==> src/rtl/chunked_serial_adder.sv <==
// Multi-cycle WIDTH-bit add/subtract that ripples CHUNK bits per clock behind
// valid/ready handshakes; reports carry-out (no-borrow in sub) and signed overflow.
//   state | meaning
//   IDLE  | waiting for operands (in_ready high once out of reset)
//   RUN   | one CHUNK slice of the sum per cycle, N cycles
//   DONE  | result held until the consumer takes it
module chunked_serial_adder #(
  parameter int WIDTH = 64,
  parameter int CHUNK = 8
) (
  input  logic             clk,
  input  logic             rst_n,
  input  logic             in_valid_i,
  output logic             in_ready_o,
  input  logic [WIDTH-1:0] a_i,
  input  logic [WIDTH-1:0] b_i,
  input  logic             c_in_i,
  input  logic             sub_i,
  output logic             out_valid_o,
  input  logic             out_ready_i,
  output logic [WIDTH-1:0] sum_o,
  output logic             c_out_o,
  output logic             ovf_o
);

  localparam int N  = WIDTH / CHUNK;
  localparam int KW = (N > 1) ? $clog2(N) : 1;

  if (CHUNK < 1 || CHUNK > WIDTH) begin : g_bad_chunk
    $error("chunked_serial_adder: CHUNK must be in 1..WIDTH");
  end else if (WIDTH % CHUNK != 0) begin : g_bad_multiple
    $error("chunked_serial_adder: WIDTH must be a multiple of CHUNK");
  end

  typedef enum logic [1:0] {IDLE, RUN, DONE} state_t;

  state_t           state_q, state_d;
  logic             in_ready_q, in_ready_d;
  logic [WIDTH-1:0] a_q, a_d;
  logic [WIDTH-1:0] beff_q, beff_d;
  logic             carry_q, carry_d;
  logic [WIDTH-1:0] sum_q, sum_d;
  logic [KW-1:0]    k_q, k_d;
  logic             c_out_q, c_out_d;
  logic             ovf_q, ovf_d;

  int               idx;
  logic [CHUNK-1:0] a_chunk;
  logic [CHUNK-1:0] b_chunk;
  logic [CHUNK:0]   chunk_res;

  always_comb begin
    idx       = int'(k_q) * CHUNK;
    a_chunk   = a_q[idx +: CHUNK];
    b_chunk   = beff_q[idx +: CHUNK];
    chunk_res = {1'b0, a_chunk} + {1'b0, b_chunk} + {{CHUNK{1'b0}}, carry_q};
  end

  always_comb begin
    state_d = state_q;
    a_d     = a_q;
    beff_d  = beff_q;
    carry_d = carry_q;
    sum_d   = sum_q;
    k_d     = k_q;
    c_out_d = c_out_q;
    ovf_d   = ovf_q;
    unique case (state_q)
      IDLE: begin
        if (in_ready_q && in_valid_i) begin
          a_d     = a_i;
          beff_d  = sub_i ? ~b_i : b_i;
          carry_d = c_in_i ^ sub_i;
          sum_d   = '0;
          k_d     = '0;
          state_d = RUN;
        end
      end
      RUN: begin
        sum_d[idx +: CHUNK] = chunk_res[CHUNK-1:0];
        carry_d             = chunk_res[CHUNK];
        if (k_q == KW'(N - 1)) begin
          // MSB of the final slice is the sign bit of the finished sum.
          c_out_d = chunk_res[CHUNK];
          ovf_d   = (a_q[WIDTH-1] == beff_q[WIDTH-1]) &&
                    (chunk_res[CHUNK-1] != a_q[WIDTH-1]);
          k_d     = '0;
          state_d = DONE;
        end else begin
          k_d = k_q + 1'b1;
        end
      end
      DONE: begin
        if (out_ready_i) state_d = IDLE;
      end
      default: state_d = IDLE;
    endcase
    in_ready_d = (state_d == IDLE);
  end

  always_ff @(posedge clk or negedge rst_n) begin
    if (!rst_n) begin
      state_q    <= IDLE;
      in_ready_q <= 1'b0;
      a_q        <= '0;
      beff_q     <= '0;
      carry_q    <= 1'b0;
      sum_q      <= '0;
      k_q        <= '0;
      c_out_q    <= 1'b0;
      ovf_q      <= 1'b0;
    end else begin
      state_q    <= state_d;
      in_ready_q <= in_ready_d;
      a_q        <= a_d;
      beff_q     <= beff_d;
      carry_q    <= carry_d;
      sum_q      <= sum_d;
      k_q        <= k_d;
      c_out_q    <= c_out_d;
      ovf_q      <= ovf_d;
    end
  end

  assign in_ready_o  = in_ready_q;
  assign out_valid_o = (state_q == DONE);
  assign sum_o       = sum_q;
  assign c_out_o     = c_out_q;
  assign ovf_o       = ovf_q;

endmodule
==> config.mk <==
export PLATFORM = sky130hd
export DESIGN_NAME = chunked_serial_adder
export DESIGN_NICKNAME = d
export VERILOG_FILES = /design/src/rtl/chunked_serial_adder.sv
export SDC_FILE = /design/constraint.sdc
export NUM_CORES = 1
export LEC_CHECK = 0
export ABC_AREA = 1
export CORE_ASPECT_RATIO = 0.75
export CORE_UTILIZATION = 47
export DETAILED_ROUTE_END_ITERATION = 6
export PLACE_DENSITY = 0.81
export SLEW_MARGIN = 25
export SYNTH_ARGS = -nofsm -noshare
export SYNTH_HDL_FRONTEND = slang
export SYNTH_SLANG_ARGS = --single-unit
==> constraint.sdc <==
create_clock -name clk -period 2.5 [get_ports clk]
set_input_delay 0.5 -clock clk [delete_from_list [all_inputs] [get_ports clk]]
set_output_delay 0.5 -clock clk [all_outputs]
set_load 0.05 [all_outputs]
==> out/results.md <==
### Run status
- run status: finished with violations
- violations in the final reports: negative setup slack

### Critical path
- logic depth of the worst path, buffers included: 15
- category of the worst setup path launch point: flip-flop
- capture point of the worst path: sum_o[52]
- number of cells on the worst reg-to-reg path: 15
- Worst EP arrival: 3.26 ns
- endpoint of the worst register-to-register path: sum_o[52]
- start point of the critical path: k_q[0]
- delay of the slowest cell on the worst path: 0.47 ns
- class of the most critical setup path: reg -> reg
- cell family with most CP delay: compound AO/OA/AOI/OAI gates
- slowest stage cell on the critical path: sky130_fd_sc_hd__dfrtp_2
- worst reg2reg startpoint: k_q[0]
- data required time at the worst endpoint: 2.94 ns
- register-to-register setup slack: -0.32 ns
- largest fanout on the critical path: 8
- crit path cell chain: clkinv_4, buf_6, buf_2, o21ai_1, o22ai_2, nor2_1, a31oi_1, ha_4, nor2_2, buf_4, a21oi_4, xnor2_2, nor2_4, nand3_1, nand2_1
- WP buf/inv: 4
- capturing element type of the critical path: flip-flop

### Logic synthesis
- per-instance average area after synthesis: 8.26 sq um
- number of distinct library cell variants in the gate-level netlist after synthesis: 31
- post-synth net total: 1328
- flops & latches, synth: 201
- most frequently used flop master after synthesis: sky130_fd_sc_hd__dfrtp_1
- share of flip-flops with an asynchronous set or reset after synthesis: 100%
- Cell Area, Synth: 9750 sq um
- number of enable-type register cells in the synthesized netlist: 0
- sequential element share of the synthesized area: 51.6%
- Synth Warn #: 0
- cell count after synthesis: 1181

### Route
- vias per cell: 5.39
- violation count after the first detailed-routing iteration: 1086
- total iterations of the first detailed-routing run: 6
- detailed-route via count: 9182
- number of antenna-violating nets in the routed design: 0
- Final Routed Wirelength: 29500 um
- routed len/inst: 17.3 um
- DRC violation count after routing: 0

### GRT
- GRT Residual Overflow: 0
- initial antenna violation count: 0
- largest net degree at the start of global routing: 145
- first-pass GRT wire length: 45600 um
- via count of the first global-routing pass: 8726
- total routing usage reported by global routing: 26.7%

### Clock tree
- root buffer selected by CTS: sky130_fd_sc_hd__clkbuf_16
- worst skew pair latency: 0.50 ns
- number of levels the H-tree was split into: 1
- number of buffers created by CTS: 21
- number of buffers between clock root and the deepest sink: 3
- CTS tree: yes
- clock sink count: 201
- clock transition at the registers of the reported paths: 0.07 ns
- Post-CTS Hold Buffers: 0

### Pwr
- switching component of the power: 11.4 mW
- part of the power in the clock network: 13.1%
- combinational power share: 63.9%
- power per cell area: 1700 nW/um^2
- Sw Share: 47.6%
- Int Pwr: 12.6 mW
- largest voltage drop on the vdd net: 0.000987 V
- sequential power share: 23.0%
- total power: 24.0 mW
- cell leakage power: 6.59 nW

### Layout
- fraction of final layout cells sized beyond drive strength 1: 18.8%
- final cell area excluding filler cells: 14100 sq um
- total of fill cells in the finished design: 1503
- final-stage net count: 1580
- number of non-filler instances in the completed layout: 1703
- diode insertion count for antenna repair: 0
- area growth from synthesis to layout: 44.4%

### Die
- count of standard-cell rows: 45
- die outline height: 127 um
- I/O pin total: 202
- Core Region: 20300 sq um
- die width: 168 um
- Die Footprint: 21300 sq um
- starting density of the core: 48.1%

### Placement
- post-placement setup slack: -0.327 ns
- quantity of I/O buffers inserted on ports: 201
- placed cell count: 1639
- area of placed instances: 12400 sq um
- RePlAce Congestion: 0.901
- detailed placer's ending HPWL: 19700 um

### Timing
- max-slew violations: 0
- ratio of final minimum period to clock period: 113%
- count of endpoints failing hold in the final timing report: 0
- Setup WS post-layout: -0.321 ns
- min cycle time layout: 2.82 ns
- final number of setup-violating endpoints: 58
- worst clock skew: 0.0128 ns
- tightest slew margin relative to the limit: 58.5%
- unrepaired setup endpoints after global routing: true
- maximum clock rate: 0.354 GHz
- slew of the pin with the lowest slew margin: 0.622 ns

### Hold path
- min-delay worst type: in -> async

### Flow run
- number of max-capacitance violations reported: 0

## cells in the mapped netlist (all sizes together), types with 3 or more instances
library cell	number	area (sq um)
xor2	3	26.3
a31oi	7	43.8
nand3	29	178
buf	37	180
o21ai	159	796
ha	11	138
xnor2	65	569
clkbuf	26	97.6
a21oi	5	25.0
nand4	16	119
nor2	113	514
nand2	438	1650
inv	39	146
o22ai	26	163
dfrtp	201	5030
## worst min-delay path by stage
| stage | startpoint | to | cells past startpoint |
|---|---|---|---|
| 5_1_grt | rst_n | a_q[3] | 1 |
| 2_1_floorplan | rst_n | a_q[0] | 0 |
| 6_report | rst_n | a_q[3] | 1 |
| 3_3_place_gp | a_q[10] | a_q[10] | 2 |
| 4_1_cts | rst_n | a_q[3] | 1 |
| 3_5_place_dp | a_q[41] | a_q[41] | 2 |
## stage by stage
| step | util (%) | TNS, ns | hold slack (ns) |
|---|---|---|---|
| 3_3_place_gp | 61.2 | -8.91 | 0.458 |
| 6_report | 69.5 | -9.31 | 0.0275 |
| 2_1_floorplan | - | -0.0593 | 0.204 |
| 4_1_cts | 67.3 | -4.55 | 0.0477 |
| 5_1_grt | 69.5 | -16.31 | 0.0651 |
| 3_5_place_dp | 61.2 | -11.95 | 0.460 |
## routing by layer
metal | vias up | GRT usage (%) | part of all wire (%)
met3 | 74 | 4.80 | 8.1
met1 | 4332 | 40.0 | 45
met5 | - | 0 | 0
met2 | 460 | 40.3 | 45
li1 | 4316 | - | -
met4 | 0 | 6.26 | 2.6
## power by group through the flow
stage	clock network [mW]	logic, mW	registers (mW)
2_1_floorplan	0	5.96	6.28
3_3_place_gp	0	10.9	5.44
3_5_place_dp	0	11.1	5.45
4_1_cts	3.15	13.1	5.44
5_1_grt	3.29	16.4	5.63
6_report	3.15	15.3	5.50
## kinds of logic (layout without fill, tap and decap cells)
group | count (synthesis) | after routing | synth area share, %
and+or+nand+nor | 599 | 599 | 25.6
DFF | 201 | 201 | 51.6
AOI/OAI and AO/OA | 198 | 198 | 10.6
buffers and inverters | 102 | 366 | 4.35
xor gates and xnor gates | 68 | 68 | 6.11
adders and majority gates | 13 | 13 | 1.82
## area by class of cell
| type | instances | area (sq um) | area share, % |
|---|---|---|---|
| Tap cell | 258 | 323 | 2.29 |
| Inverter | 39 | 164 | 1.16 |
| Timing Repair Buffer | 292 | 2960 | 21.0 |
| Multi-Input combinational cell | 878 | 4930 | 35.0 |
| Clock buffer | 28 | 592 | 4.20 |
| Clock inverter | 7 | 85.1 | 0.604 |
| Sequential cell | 201 | 5030 | 35.7 |
## flip-flops by register name, indices dropped and copies added, names as in the netlist
| signal | flops |
|---|---|
| a_q | 64 |
| beff_q | 64 |
| c_out_o | 1 |
| carry_q | 1 |
| in_ready_o | 1 |
| k_q | 3 |
| ovf_o | 1 |
| state_q | 2 |
| sum_o | 64 |
## what timing repair did
action                                  4_1_cts  5_1_grt
resized for setup                           100       97
hold endpoints to repair                      0        0
gates cloned                                  4        1
buffers inserted                             19        8
pin swaps                                    36       33
endpoints found under the setup margin       57       68
## cell usage in the layout, fill, tap and decap left out, types with 2 or more instances in the layout
cell                              instances
sky130_fd_sc_hd__a21oi_2                  2
sky130_fd_sc_hd__a21oi_4                  2
sky130_fd_sc_hd__a31oi_1                  2
sky130_fd_sc_hd__a31oi_2                  4
sky130_fd_sc_hd__buf_12                  12
sky130_fd_sc_hd__buf_2                    2
sky130_fd_sc_hd__buf_4                   61
sky130_fd_sc_hd__buf_6                   13
sky130_fd_sc_hd__bufinv_16                2
sky130_fd_sc_hd__clkbuf_1                 3
sky130_fd_sc_hd__clkbuf_16               22
sky130_fd_sc_hd__clkbuf_8                 5
sky130_fd_sc_hd__clkdlybuf4s50_1        198
sky130_fd_sc_hd__clkinv_2                 5
sky130_fd_sc_hd__dfrtp_1                199
sky130_fd_sc_hd__dfrtp_2                  2
sky130_fd_sc_hd__fa_2                     2
sky130_fd_sc_hd__ha_1                     3
sky130_fd_sc_hd__ha_4                     7
sky130_fd_sc_hd__inv_1                   19
sky130_fd_sc_hd__inv_2                   17
sky130_fd_sc_hd__nand2_1                414
sky130_fd_sc_hd__nand2_2                 15
sky130_fd_sc_hd__nand2_4                  8
sky130_fd_sc_hd__nand3_1                 10
sky130_fd_sc_hd__nand3_2                 12
sky130_fd_sc_hd__nand3_4                  7
sky130_fd_sc_hd__nand4_1                 13
sky130_fd_sc_hd__nand4_4                  2
sky130_fd_sc_hd__nor2_1                  81
sky130_fd_sc_hd__nor2_2                  14
sky130_fd_sc_hd__nor2_4                  16
sky130_fd_sc_hd__nor2_8                   2
sky130_fd_sc_hd__o21ai_0                109
sky130_fd_sc_hd__o21ai_1                 33
sky130_fd_sc_hd__o21ai_2                 17
sky130_fd_sc_hd__o22ai_1                 21
sky130_fd_sc_hd__o22ai_2                  5
sky130_fd_sc_hd__xnor2_1                 64
Power figures use the tool's default switching activity.
==> patch 1, RTL diff (config.mk and constraints unchanged) <==
Make the reset (`rst_n`) synchronous in one clocked block.
--- a/src/rtl/chunked_serial_adder.sv
+++ b/src/rtl/chunked_serial_adder.sv
@@ -99,5 +99,5 @@
   end
 
-  always_ff @(posedge clk or negedge rst_n) begin
+  always_ff @(posedge clk) begin
     if (!rst_n) begin
       state_q    <= IDLE;
Behaviour: differs if rst_n is asserted again (counterexample within 4 cycles, from zero or initial values and one cycle with rst_n low); with rst_n held inactive, the same outputs for 4 cycles.
==> patch 1 against the original RTL <==
The run still ends with setup timing left; routed wire length decreased by 4.8%; count of clock-buffer cells in the layout increased by 3; utilization decreased by 1.3 points; clock skew increased by 0.0013 ns; worst setup slack improved by 0.11 ns; cell area decreased by 6.4%; area after synthesis decreased by 4.9%; sequential cell count unchanged; synthesized cell count increased by 5.8%; largest cell class is now multi-input combinational cells.
Power is not compared: it rests on default switching activity, and its combinational part moved more than twofold at a synthesized area within 25%.
==> patch 1: results (changes against the original RTL) <==
number_of_global_route_vias_before_repair: 8605  # -1.4%
place.port_buffers: 201  # unchanged
syn_nets: 1396  # +5.1%
postCtsSetupBuffers: 7  # -12
yosysSeqAreaShare_pct: 43.4  # -8.2 points
cts_max_path_buffers: 3  # unchanged
holdCritStartpoint: "rst_n"
most_area_consuming_cells_after_synthesis: "sky130_fd_sc_hd__dfxtp_1 (43%), sky130_fd_sc_hd__nor2_1 (9.5%), sky130_fd_sc_hd__o21ai_0 (8.8%), sky130_fd_sc_hd__a21oi_1 (7.3%), sky130_fd_sc_hd__nand2_1 (6.4%)"
synth_warnings: 0  # unchanged
synth_flop_cell: "sky130_fd_sc_hd__dfxtp_1"
yosys-top-cells-count: "sky130_fd_sc_hd__nor2_1 (234), sky130_fd_sc_hd__dfxtp_1 (201), sky130_fd_sc_hd__o21ai_0 (164), sky130_fd_sc_hd__nand2_1 (159), sky130_fd_sc_hd__a21oi_1 (136)"
layout_setup_ws_ns: -0.207  # +0.114 ns
viasPerCell: 5.41  # +0.35%
worst_clock_skew_ns: 0.0142  # +0.00134 ns
tightest_slew_ns: 0.564  # -0.0579 ns
finish.net_count: 1626  # +2.9%
r2r-start: "k_q[0]$_SDFFE_PN0P_"
timing.setup.tns_ns: -6.63  # +2.68 ns
grt_usage_pct: 26.3  # -0.40 points
async_flop_share_pct: 0  # -100 points
synthAdderAreaFrac_pct: 1.91  # +0.093 points
arrival_ns: 3.14  # -0.12 ns
cpPeakStageDelay_ns: 0.40  # -0.07 ns
cellLeakagePower_uw: 0.00491
grt_start_max_net_pins: 84  # -42%
synth_cell_type_count: 40  # +29%
wl_per_cell_microns: 16.1  # -7.1%
wire_length_of_the_first_global_routing_pass_microns: 42400  # -7.0%
outcome: "finished with violations"
cp_max_fo: 20  # +12
worst_path_max_delay_cell: "sky130_fd_sc_hd__dfxtp_4"
postCtsResizedCells: 53  # -47%
drt_iter0_drc: 759  # -30%
gp_congestion: 0.884  # -1.9%
drive_gt1_share_pct: 15.5  # -3.3 points
hpwlAfterDp_microns: 19600  # -0.73%
r2r-end: "sum_o[28]$_SDFFE_PN0P_"
drt_first_pass_iters: 5  # -1
antenna_found_initial: 0  # unchanged
finalSetupViolations: 56  # -3.4%
synth_compound_gate_area_share_pct: 21.0  # +10 points
synth_xor_area_share_pct: 6.50  # +0.39 points
violations: "setup timing"
timing.hold.worst.class: "in2reg"
## patch 1: tightest hold or removal path: cells and delay by family
kind                   cells  cell delay (ns)
AO/OA/AOI/OAI              2             0.13
buffers and inverters      1             0.17
## patch 1: stage by stage
step,setup slack (ns),hold slack (ns),cell area (sq um),std cells
after global placement,-0.204,0.440,12000,1698
after detailed placement,-0.302,0.450,12000,1698
after floorplan,-0.115,0.430,9360,1249
after CTS,-0.115,0.342,13000,1742
after global routing,-0.348,0.352,13200,1745
final,-0.207,0.347,13200,1745
## patch 1: per-layer routing
metal  global-route usage [%]  share of wire, %  vias up
li1                         -                 -     4617
met1                     36.3                44     4392
met5                        0                 0        -
met4                     7.18               2.4        0
met3                     4.93               8.9       52
met2                     42.2                45      380
## patch 1: layout make-up
class,instances,area (sq um)
fillers,1472,6130
clock buffers,31,633
multi-input cells,897,4990
well taps,253,317
inverters,65,262
flip-flops and latches,201,4030
repair buffers,293,2890
clock inverters,5,60.1
==> patch 2, RTL diff (config.mk and constraints unchanged) <==
Without the edit above. Set the parameter `CHUNK` to 4 (it was 8).
--- a/src/rtl/chunked_serial_adder.sv
+++ b/src/rtl/chunked_serial_adder.sv
@@ -7,5 +7,5 @@
 module chunked_serial_adder #(
   parameter int WIDTH = 64,
-  parameter int CHUNK = 8
+  parameter int CHUNK = 4
 ) (
   input  logic             clk,
Check against the original RTL: not equivalent (a bounded check fails within 4 cycles, from zero or initial values and one cycle with rst_n low).
==> patch 2 against the original RTL <==
Synthesized cell count up 1.9%; largest power group unchanged; maximum frequency fell by 1.0%; routed wire length up 2.9%; cell area barely moved; area after synthesis rose by 1.2%; die area rose by 1.1%; power is 4.1% lower; worst setup slack worse by 0.029 ns; sequential cell count rose by 1; the flow finishes with violations (hold timing, setup timing); first-iteration DRC count up 11%; combinational power down 7%.
==> patch 2: results (changes against the original RTL) <==
drt_first_pass_iters: 7  # +1
yosysSeqAreaShare_pct: 51.2  # -0.33 points
cts_root_buf: "sky130_fd_sc_hd__clkbuf_16"
tritoncts_buffers: 20  # -4.8%
worstSkewPairLatency_ns: 0.51
wire_length_of_the_first_global_routing_pass_microns: 46800  # +2.7%
cts_max_path_buffers: 3  # unchanged
timing.slew.headroom_pct: 62.1  # +3.6 points
antenna-diode-count: 0  # unchanged
arrival_ns: 3.30  # +0.04 ns
placed_area_sq_um: 12700  # +2.2%
r2r-end: "sum_o[49]$_DFFE_PN0P_"
hold_slack_ns: -0.000543  # -0.0280 ns
drt.antenna.violating_nets: 0  # unchanged
cp_max_fo: 6  # -2
pre_cts_slack_ns: -0.258  # +0.0691 ns
violations: "hold timing, setup timing"
syn-mean-instance-area_sq_um: 8.20  # -0.78%
numClockSinks: 202  # +0.50%
worst_path_dominant_cell_family: "simple AND/OR/NAND/NOR gates"
most_area_consuming_cells_after_synthesis: "sky130_fd_sc_hd__dfrtp_1 (51%), sky130_fd_sc_hd__nand2_1 (15%), sky130_fd_sc_hd__o21ai_0 (7.3%), sky130_fd_sc_hd__nand3_1 (6.3%), sky130_fd_sc_hd__xnor2_1 (5.9%)"
vdd_ir_drop_max_mv: 1.08  # +8.9%
rr_worst_depth: 15  # unchanged
cpPeakStageDelay_ns: 0.49  # +0.02 ns
p_sw_uw: 10800  # -5.2%
number_of_global_route_vias_before_repair: 9037  # +3.6%
syn_nets: 1348  # +1.5%
synth_cell_type_count: 32  # +3.2%
worst_path_max_delay_cell: "sky130_fd_sc_hd__dfrtp_2"
timing_hold_violations_final: 1  # +1
num_vias: 9638  # +5.0%
yosys-top-cells-count: "sky130_fd_sc_hd__nand2_1 (402), sky130_fd_sc_hd__dfrtp_1 (202), sky130_fd_sc_hd__o21ai_0 (143), sky130_fd_sc_hd__nand3_1 (125), sky130_fd_sc_hd__nor2_1 (69)"
finish.net_count: 1597  # +1.1%
grt_usage_pct: 27.5  # +0.76 points
layout_setup_ws_ns: -0.350  # -0.0291 ns
finalSetupViolations: 56  # -3.4%
postCtsSetupBuffers: 9  # -10
outcome: "finished with violations"
post_layout_instance_count_excluding_filler_cells: 1749  # +2.7%
drt_iter0_drc: 1206  # +11%
wl_per_cell_microns: 17.4  # +0.18%
timing.setup.tns_ns: -12.37  # -3.06 ns
route.detailed.drc: 0  # unchanged
postCtsResizedCells: 67  # -33%
placedCellCount: 1695  # +3.4%
cellLeakagePower_uw: 0.00640  # -2.9%
worst_clock_skew_ns: 0.0139  # +0.00113 ns
grt_start_max_net_pins: 71  # -51%
hpwlAfterDp_microns: 21100  # +7.0%
drive_gt1_share_pct: 17.7  # -1.0 points
gp_congestion: 0.905  # +0.43%
crit_path_start: "k_q[0]$_DFFE_PN0P_"
clock_tree.htree_level_count: 1  # unchanged
## patch 2: changes by cell type in the layout (fill, tap and decap cells not counted), moves of 9 or more
cell | before | now
sky130_fd_sc_hd__o21ai_2 | 17 | 26
sky130_fd_sc_hd__a21oi_1 | 1 | 13
sky130_fd_sc_hd__o21ai_0 | 109 | 96
sky130_fd_sc_hd__nand2_1 | 414 | 376
sky130_fd_sc_hd__nand3_1 | 10 | 110
sky130_fd_sc_hd__nor2_1 | 81 | 51
sky130_fd_sc_hd__o211ai_1 | 0 | 16
sky130_fd_sc_hd__o22ai_1 | 21 | 6
sky130_fd_sc_hd__o21ai_1 | 33 | 22
## patch 2: layout make-up
class | count | area [sq um]
multi-input cells | 896 | 4880
well taps | 282 | 353
repair buffers | 296 | 3010
fillers | 1541 | 6280
inverters | 37 | 155
flip-flops and latches | 202 | 5060
clock buffers | 28 | 572
clock inverters | 8 | 67.6
## patch 2: cells by family (layout without fill, tap and decap cells)
| group | after synthesis | in the layout | share of synthesized area (%) |
|---|---|---|---|
| xor+xnor | 67 | 67 | 5.95 |
| fa+ha+maj | 10 | 10 | 1.42 |
| compound gates | 185 | 185 | 9.90 |
| simple gates | 634 | 634 | 27.1 |
| buf+inv | 106 | 369 | 4.44 |
| flops | 202 | 202 | 51.2 |
## patch 2: layer usage
layer | share of wire, % | global-route usage [%]
met5 | 0 | 0
met4 | 2.6 | 7.15
met3 | 9.8 | 5.67
met2 | 43 | 40.8
met1 | 45 | 41.0
## patch 2: power by group through the flow
stage | Sequential, uW | Clock, uW | Combinational [uW]
after floorplan | 6560 | 0 | 5370
after detailed placement | 5640 | 0 | 10800
after CTS | 5630 | 3000 | 11900
final | 5690 | 2970 | 14300
after global routing | 5810 | 3130 | 15300
after global placement | 5640 | 0 | 10500
